[src/rtl/bits2bytes_stream_ctrl_if.sv]
// Coefficient-in / byte-word-out stream bundle for
// bits2bytes_stream_ctrl (slave = controller side).
interface bits2bytes_stream_ctrl_if #(
  parameter int N_BYTES = 4,
  parameter int D_MAX   = 12
);
  logic                    coef_valid_i;
  logic                    coef_ready_o;
  logic [D_MAX-1:0]        coef_i;
  logic                    bytes_valid_o;
  logic                    bytes_ready_i;
  logic [N_BYTES-1:0][7:0] bytes_o;
  logic                    bytes_last_o;

  modport slave (
    input  coef_valid_i, coef_i, bytes_ready_i,
    output coef_ready_o, bytes_valid_o, bytes_o, bytes_last_o
  );

  modport master (
    output coef_valid_i, coef_i, bytes_ready_i,
    input  coef_ready_o, bytes_valid_o, bytes_o, bytes_last_o
  );
endinterface

[src/rtl/bits2bytes_stream_ctrl.sv]
// Packs d-bit coefficients LSB-first into W-bit words for bits2bytes.
// Optional abort input enabled by BITS2BYTES_STREAM_ABORT_EN.
module bits2bytes_stream_ctrl #(
  parameter int N_BYTES  = 4,
  parameter int D_MAX    = 12,
  parameter int N_COEFFS = 256
) (
  input  logic       clk_i,
  input  logic       rst_i,
  input  logic       start_i,
  input  logic [3:0] d_i,
`ifdef BITS2BYTES_STREAM_ABORT_EN
  input  logic       abort_i,
`endif
  output logic       busy_o,
  output logic       done_o,
  output logic       err_o,
  bits2bytes_stream_ctrl_if.slave s
);
  localparam int W   = N_BYTES * 8;
  localparam int BW  = W + D_MAX - 1;
  localparam int FW  = $clog2(BW + 1);
  localparam int CW  = $clog2(N_COEFFS + 1);
  localparam int WPD = N_COEFFS / W;
  localparam int NW  = $clog2(WPD * D_MAX + 1);

  typedef enum logic [1:0] {
    S_IDLE,
    S_RUN,
    S_DONE
  } state_t;

  state_t          state_q;
  logic [BW-1:0]   buf_q;
  logic [FW-1:0]   fill_q;
  logic [CW-1:0]   coef_cnt_q;
  logic [NW-1:0]   word_cnt_q;
  logic [3:0]      d_q;
  logic            err_q;

  logic            run;
  logic            d_ok;
  logic            coef_hs;
  logic            bytes_hs;
  logic            last_w;
  logic [D_MAX-1:0] coef_m;
  logic [BW-1:0]   coef_sh;
  logic [NW-1:0]   n_words;

  assign run    = (state_q == S_RUN);
  assign busy_o = run;
  assign done_o = (state_q == S_DONE);
  assign err_o  = err_q;

  assign d_ok = (d_i != 4'd0) && (d_i <= 4'(D_MAX));

  // Mask off bits at and above d, then place at the fill point.
  assign coef_m  = s.coef_i & ~({D_MAX{1'b1}} << d_q);
  assign coef_sh = BW'(coef_m) << fill_q;

  assign n_words = NW'(WPD) * NW'(d_q);
  assign last_w  = (word_cnt_q == n_words - NW'(1));

  assign s.coef_ready_o  = run && (fill_q < FW'(W))
                         && (coef_cnt_q < CW'(N_COEFFS));
  assign s.bytes_valid_o = run && (fill_q >= FW'(W));
  assign s.bytes_last_o  = s.bytes_valid_o && last_w;

  assign coef_hs  = s.coef_valid_i && s.coef_ready_o;
  assign bytes_hs = s.bytes_valid_o && s.bytes_ready_i;

  // bits2bytes: byte k of the word is word bits [8k+7:8k].
  for (genvar k = 0; k < N_BYTES; k++) begin : g_b2b
    assign s.bytes_o[k] = buf_q[8*k +: 8];
  end

  // Sequencer, bit buffer and counters.
  always_ff @(posedge clk_i or posedge rst_i) begin
    if (rst_i) begin
      state_q    <= S_IDLE;
      buf_q      <= '0;
      fill_q     <= '0;
      coef_cnt_q <= '0;
      word_cnt_q <= '0;
      d_q        <= '0;
      err_q      <= 1'b0;
    end else begin
      err_q <= 1'b0;
      case (state_q)
        S_IDLE: begin
          if (start_i) begin
            if (d_ok) begin
              state_q    <= S_RUN;
              d_q        <= d_i;
              buf_q      <= '0;
              fill_q     <= '0;
              coef_cnt_q <= '0;
              word_cnt_q <= '0;
            end else begin
              err_q <= 1'b1;
            end
          end
        end
        S_RUN: begin
`ifdef BITS2BYTES_STREAM_ABORT_EN
          if (abort_i) begin
            state_q    <= S_IDLE;
            buf_q      <= '0;
            fill_q     <= '0;
            coef_cnt_q <= '0;
            word_cnt_q <= '0;
          end else begin
`else
          begin
`endif
            if (coef_hs) begin
              buf_q      <= buf_q | coef_sh;
              fill_q     <= fill_q + FW'(d_q);
              coef_cnt_q <= coef_cnt_q + CW'(1);
            end else if (bytes_hs) begin
              buf_q      <= buf_q >> W;
              fill_q     <= fill_q - FW'(W);
              word_cnt_q <= word_cnt_q + NW'(1);
              if (last_w) begin
                state_q <= S_DONE;
              end
            end
          end
        end
        S_DONE: begin
          state_q <= S_IDLE;
        end
        default: begin
          state_q <= S_IDLE;
        end
      endcase
    end
  end
endmodule

[src/flat_wrapper.sv]
// flat-port wrapper written by rule: the top's interface ports become plain ports
module bits2bytes_stream_ctrl_flat 
#(
  parameter int N_BYTES  = 4,
  parameter int D_MAX    = 12,
  parameter int N_COEFFS = 256
)
  (clk_i, rst_i, start_i, d_i, busy_o, done_o, err_o, s_coef_valid_i, s_coef_i, s_bytes_ready_i, s_coef_ready_o, s_bytes_valid_o, s_bytes_o, s_bytes_last_o);
  bits2bytes_stream_ctrl_if #(.N_BYTES(N_BYTES), .D_MAX(D_MAX)) s_i ();
  input  logic clk_i;
  input  logic rst_i;
  input  logic start_i;
  input  logic [3:0] d_i;
  output logic busy_o;
  output logic done_o;
  output logic err_o;
  input wire logic [$bits(s_i.coef_valid_i)-1:0] s_coef_valid_i;
  input wire logic [$bits(s_i.coef_i)-1:0] s_coef_i;
  input wire logic [$bits(s_i.bytes_ready_i)-1:0] s_bytes_ready_i;
  output wire logic [$bits(s_i.coef_ready_o)-1:0] s_coef_ready_o;
  output wire logic [$bits(s_i.bytes_valid_o)-1:0] s_bytes_valid_o;
  output wire logic [$bits(s_i.bytes_o)-1:0] s_bytes_o;
  output wire logic [$bits(s_i.bytes_last_o)-1:0] s_bytes_last_o;
  assign s_i.coef_valid_i = s_coef_valid_i;
  assign s_i.coef_i = s_coef_i;
  assign s_i.bytes_ready_i = s_bytes_ready_i;
  assign s_coef_ready_o = s_i.coef_ready_o;
  assign s_bytes_valid_o = s_i.bytes_valid_o;
  assign s_bytes_o = s_i.bytes_o;
  assign s_bytes_last_o = s_i.bytes_last_o;
  bits2bytes_stream_ctrl #(.N_BYTES(N_BYTES), .D_MAX(D_MAX), .N_COEFFS(N_COEFFS)) u_core (.clk_i(clk_i), .rst_i(rst_i), .start_i(start_i), .d_i(d_i), .busy_o(busy_o), .done_o(done_o), .err_o(err_o), .s(s_i));
endmodule
[config.mk]
export PLATFORM = sky130hd
export DESIGN_NAME = bits2bytes_stream_ctrl_flat
export DESIGN_NICKNAME = d
export VERILOG_FILES = /design/src/rtl/bits2bytes_stream_ctrl_if.sv /design/src/rtl/bits2bytes_stream_ctrl.sv /design/src/flat_wrapper.sv
export SDC_FILE = /design/constraint.sdc
export NUM_CORES = 1
export LEC_CHECK = 0
export BUFFER_PORTS_ARGS = -buffer_cell sky130_fd_sc_hd__buf_2
export CAP_MARGIN = 0
export CORE_MARGIN = 2
export CORE_UTILIZATION = 56
export DETAILED_ROUTE_END_ITERATION = 8
export HOLD_SLACK_MARGIN = 0.08
export PLACE_DENSITY = 0.78
export REMOVE_ABC_BUFFERS = 1
export SLEW_MARGIN = 15
export SYNTH_ARGS = -nofsm -noshare
export SYNTH_HDL_FRONTEND = slang
export SYNTH_SLANG_ARGS = --single-unit
export TNS_END_PERCENT = 50
[constraint.sdc]
create_clock -name clk_i -period 3.4 [get_ports clk_i]
set_clock_uncertainty 0.15 [all_clocks]
set_input_delay 0.51 -clock clk_i [delete_from_list [all_inputs] [get_ports clk_i]]
set_output_delay 0.51 -clock clk_i [all_outputs]
set_load 0.01 [all_outputs]
; ---- Word-level counts from Yosys, hierarchy flattened
; Index checks and enable logic that the tools add are counted.
[word_totals]
register_bits = 72
inputBits = 21
output_inout_bits = 38
elab_cells = 74
[classes]
addsub = 5
n_lt_le_gt_ge = 4
eq_ne = 10
n_shift = 2
n_mux = 28
bitwise = 3
reduce_logical = 15
[ops]
columns = cell, count
row1 = 43-bit 2-to-1 mux, 4
row2 = 43-bit case mux with 2 select lines, 1
row3 = 43-bit OR, 1
row4 = 12-bit by 6-bit << shifter with 43-bit output, 1
row5 = 7-bit 2-to-1 mux, 4
row6 = 9-bit 2-to-1 mux, 3
row7 = 6-bit 2-to-1 mux, 4
row8 = 9-bit case mux with 2 select lines, 1
row9 = 7-bit case mux with 2 select lines, 1
row10 = 12-bit bitwise AND, 1
row11 = 12-bit NOT, 1
row12 = 6-bit case mux with 2 select lines, 1
row13 = "12-bit by 4-bit << shifter with 12-bit output, first input constant", 1
row14 = 2-bit 2-to-1 mux, 5
row15 = "2-bit != test, second input constant", 5
row16 = 5-bit AND reduction, 2
row17 = "9-bit by 1-bit adder with 9-bit output, second input constant", 1
row18 = "9-bit less-than comparator, second input constant", 1
row19 = 4-bit AND reduction, 2
row20 = "7-bit by 1-bit adder with 7-bit output, second input constant", 1
row21 = 7-bit equality test, 1
row22 = 1-bit logical AND, 7
row23 = "7-bit by 1-bit subtractor with 7-bit output, second input constant", 1
row24 = 6-bit by 4-bit adder with 6-bit output, 1
row25 = 14 further kinds, 16

; ---- Depth between registers and ports, before layout
[logic_depth]
depth_word = 7
ltp_mapped = 8
mapped_depth_nobuf = 8

; ---- Worst setup path after synthesis
; Ideal clock, no wire load.
[synth_path]
path_type = register to output
startpoint = register u_core.d_q[1]
endpoint = output port s_bytes_last_o
arrival_time_ns = 1.716
t_required_ns = 2.740
path_slack_ns = 1.024
stages_incl_launch_ff = 7
n_path_buf = 0
cell_sequence = dfrtp_1 > inv_1 > ha_1 > xnor2_1 > o2111ai_1 > a2111oi_1 > and2_1
[synth_between]
elab_chain_cells = 3
[synth_rtl]
columns = element, line_no
row1 = start: declaration, bits2bytes_stream_ctrl.sv:38  ; logic [3:0] d_q;
row2 = start signal: assignment, bits2bytes_stream_ctrl.sv:94  ; d_q <= d_i;
row3 = 7-bit by 1-bit subtractor with 7-bit output, bits2bytes_stream_ctrl.sv:62  ; assign last_w = (word_cnt_q == n_words - NW'(1));
row4 = 7-bit equality test, bits2bytes_stream_ctrl.sv:62
row5 = 1-bit logical AND, bits2bytes_stream_ctrl.sv:67  ; assign s.bytes_last_o = s.bytes_valid_o && last_w;
row6 = end: declaration, flat_wrapper.sv:23  ; output wire logic [$bits(s_i.bytes_last_o)-1:0] s_bytes_last_o;
; No other way between the ends.

; ---- Worst setup path after layout
; Ends and elaborated chain as after synthesis.

==> impl_metrics.toml <==
[clock_tree]
htree_num_levels = 3
clkSinkCount = 72
cts_root_buf = "clkbuf_8"
cts_tree = "built"
clock_latency_ns = 0.35
cts.path.max_buffers = 2
cts-buffers-inserted = 9
clk_pin_slew_ns = 0.08
ctsHoldBuffers = 0

[power]
switching_share_pct = 44.9
p_comb_share_pct = 49.2
cellPowerDensity_nw_per_um2 = 883
p_switching_mw = 1.96
pwr-share-seq_pct = 33.7
p_clk_share_pct = 17.1
p_leak_nw = 2.22
peakVddDrop_mv = 0.487
p_int_mw = 2.41

[yosys]
syn_area_sq_um = 4610
synth-edff-count = 0
synth-seq-area-share_pct = 39.1
ys_types = 72
avgSynthCellArea_sq_um = 9.21
synth_xor_area_share_pct = 3.42
synthArstFlopShare_pct = 100
ys_seq_elements = 72
synthFlopType = "dfrtp_1"
synth_mux_area_share_pct = 4.45
yosys_warnings = 0
synth_top_family_by_area = "compound AO/OA/AOI/OAI gates"
synthAdderAreaFrac_pct = 2.87
synth-simple-area-share_pct = 18.3
synthCells = 501
synth_compound_area_share_pct = 21.9

[drt]
drt-met1-wl_um = 5340
drt.antenna.violating_nets = 0
wl_per_cell_um = 19.0
vias_per_cell = 6.29
dr.first_iter.drc_count = 546
drtPass1Iterations = 6
drc = 0
wl_met3_um = 740
highest_layer = "met4"
num_vias = 3981
wl_um = 12000
wl_met2_um = 5620

[sta]
hold_ws_ns = 0.168
fmax_mhz = 327
maxSlewHeadroom_pct = 45.5
finalCriticalPeriod_ns = 3.05
tightest_slew_ns = 0.816
slew_violations = 0
finalHoldViolCount = 0
finalSetupViolCount = 0
rsz0062_at_grt = "no"
fin_crit_sh_pct = 89.8
tns_ns = 0

[critical_path]
worst_setup_path_start_kind = "register"
cp_data_arrival_time_ns = 2.39
reg2reg_slack_ns = 0.76
critPathMaxFanout = 9
worstSetupPathType = "register to output pin"
worstPathRequired_ns = 2.74
critPathCaptureType = "output pin"

[die]
dieArea_sq_um = 8980
pin_count = 59
initial_core_util_pct = 57.0
die_x_um = 94.8
core_area_sq_um = 8090
rows = 33
die_h_um = 94.8

[cells_and_area]
area_growth_pct = 7.19
drive_gt1_share_pct = 21.4
final_common_cell = "dfrtp_1"
multiInputGateArea_sq_um = 2350
diodes = 0
layout.cells.most_common_list = "71 x dfrtp_1, 58 x buf_2, 44 x nand2_1, 36 x nor2_1, 31 x o21ai_0"
fill_cells = 741
nets = 554
seqCellArea_sq_um = 1800
post-route-util_pct = 61.1
final_area_sq_um = 4940

[placed_design]
io_buffers = 58
gp_congestion = 0.936
place_area_sq_um = 4730
dp_hpwl_um = 8580

[run_status]
status = "finished clean"

[flow_run]
drv_cap = 0

[global_route]
gr-total-overflow = 0
grt_max_degree = 37
grt_first_pass_wirelength_um = 19500
grt_usage_pct = 28.2
grt_pass1_vias = 3763
antenna_found_initial = 0

[hold_path]
hp-class = "input pin to async pin"
==> repair_timing <==
action                                  in CTS  in global routing
endpoints found under the setup margin       0                  1
setup buffers                                0                  0
resized for setup                            0                  2
==> state kept, by name, summed over array words and instances, names as in the netlist <==
name	cells
u_core.buf_q	43
u_core.coef_cnt_q	9
u_core.d_q	4
u_core.err_o	1
u_core.fill_q	6
u_core.state_q	2
u_core.word_cnt_q	7
==> final cells by class <==
class	count	share of cell area (%)
multi-input combinational	355	47.6
clock buffer	11	2.66
sequential	72	36.5
timing repair buffer	72	8.00
clock inverter	5	1.64
tap	105	2.66
inverter	13	0.987
==> per-stage QoR <==
step           total power, mW  cells  setup slack (ns)
6_report                  4.37    633             0.346
5_1_grt                   4.66    633             0.131
4_1_cts                   4.33    633            0.0886
3_5_place_dp              3.58    617             0.557
3_3_place_gp              3.53    617             0.677
2_1_floorplan             2.83    440             0.886
==> synth_stat cells (9+ instances only) <==
| library cell | n | area, sq um |
|---|---|---|
| a21oi_1 | 25 | 125 |
| a22o_1 | 11 | 96.3 |
| buf_4 | 35 | 263 |
| clkbuf_1 | 13 | 48.8 |
| dfrtp_1 | 72 | 1800 |
| ha_1 | 9 | 113 |
| inv_1 | 12 | 45.0 |
| mux2i_1 | 10 | 100 |
| nand2_1 | 44 | 165 |
| nand3_1 | 11 | 55.1 |
| nor2_1 | 36 | 135 |
| nor3_1 | 19 | 95.1 |
| o21ai_0 | 31 | 155 |
| o22ai_1 | 10 | 62.6 |
| xor2_1 | 10 | 87.6 |
==> per-layer routing <==
layer	vias to the layer above	GRT usage, %
met5	-	0
met4	0	11.8
met2	168	45.1
li1	1838	-
met3	34	3.75
met1	1941	38.6
==> power by group through the flow <==
| stage | logic (mW) | clock network, mW | registers [mW] |
|---|---|---|---|
| global route | 2.36 | 0.791 | 1.51 |
| floorplan | 1.28 | 0 | 1.54 |
| detailed placement | 2.10 | 0 | 1.48 |
| CTS | 2.11 | 0.751 | 1.47 |
| global placement | 2.07 | 0 | 1.46 |
| finish | 2.15 | 0.746 | 1.47 |
==> cells by family after synthesis <==
group	after synthesis
AND/OR/NAND/NOR	162
adder cells (fa/ha/maj)	10
buffers and inverters	74
flip-flops	72
XOR/XNOR	18
AO/OA/AOI/OAI	146
multiplexers	19
==> final timing paths <==
| check | cells past startpoint | end | from |
|---|---|---|---|
| min reg2reg | 2 | u_core.buf_q[16] | u_core.buf_q[16] |
| max reg2reg | 6 | u_core.buf_q[12] | u_core.d_q[3] |
| min | 2 | u_core.buf_q[13] | rst_i |
| min in group clk_i | 3 | u_core.d_q[3] | d_i[3] |
| max | 7 | s_bytes_last_o | u_core.d_q[1] |
| max in group asynchronous | 3 | u_core.d_q[1] | rst_i |
==> critical path, cell delays in order, from the launching register on <==
cell,delay (ns)
dfrtp_2,0.47
inv_1,0.11
ha_1,0.20
xnor2_1,0.26
o2111ai_1,0.18
a2111oi_2,0.50
and2_1,0.19
buf_2,0.12
Note: power is estimated with default switching activity, not from simulation.
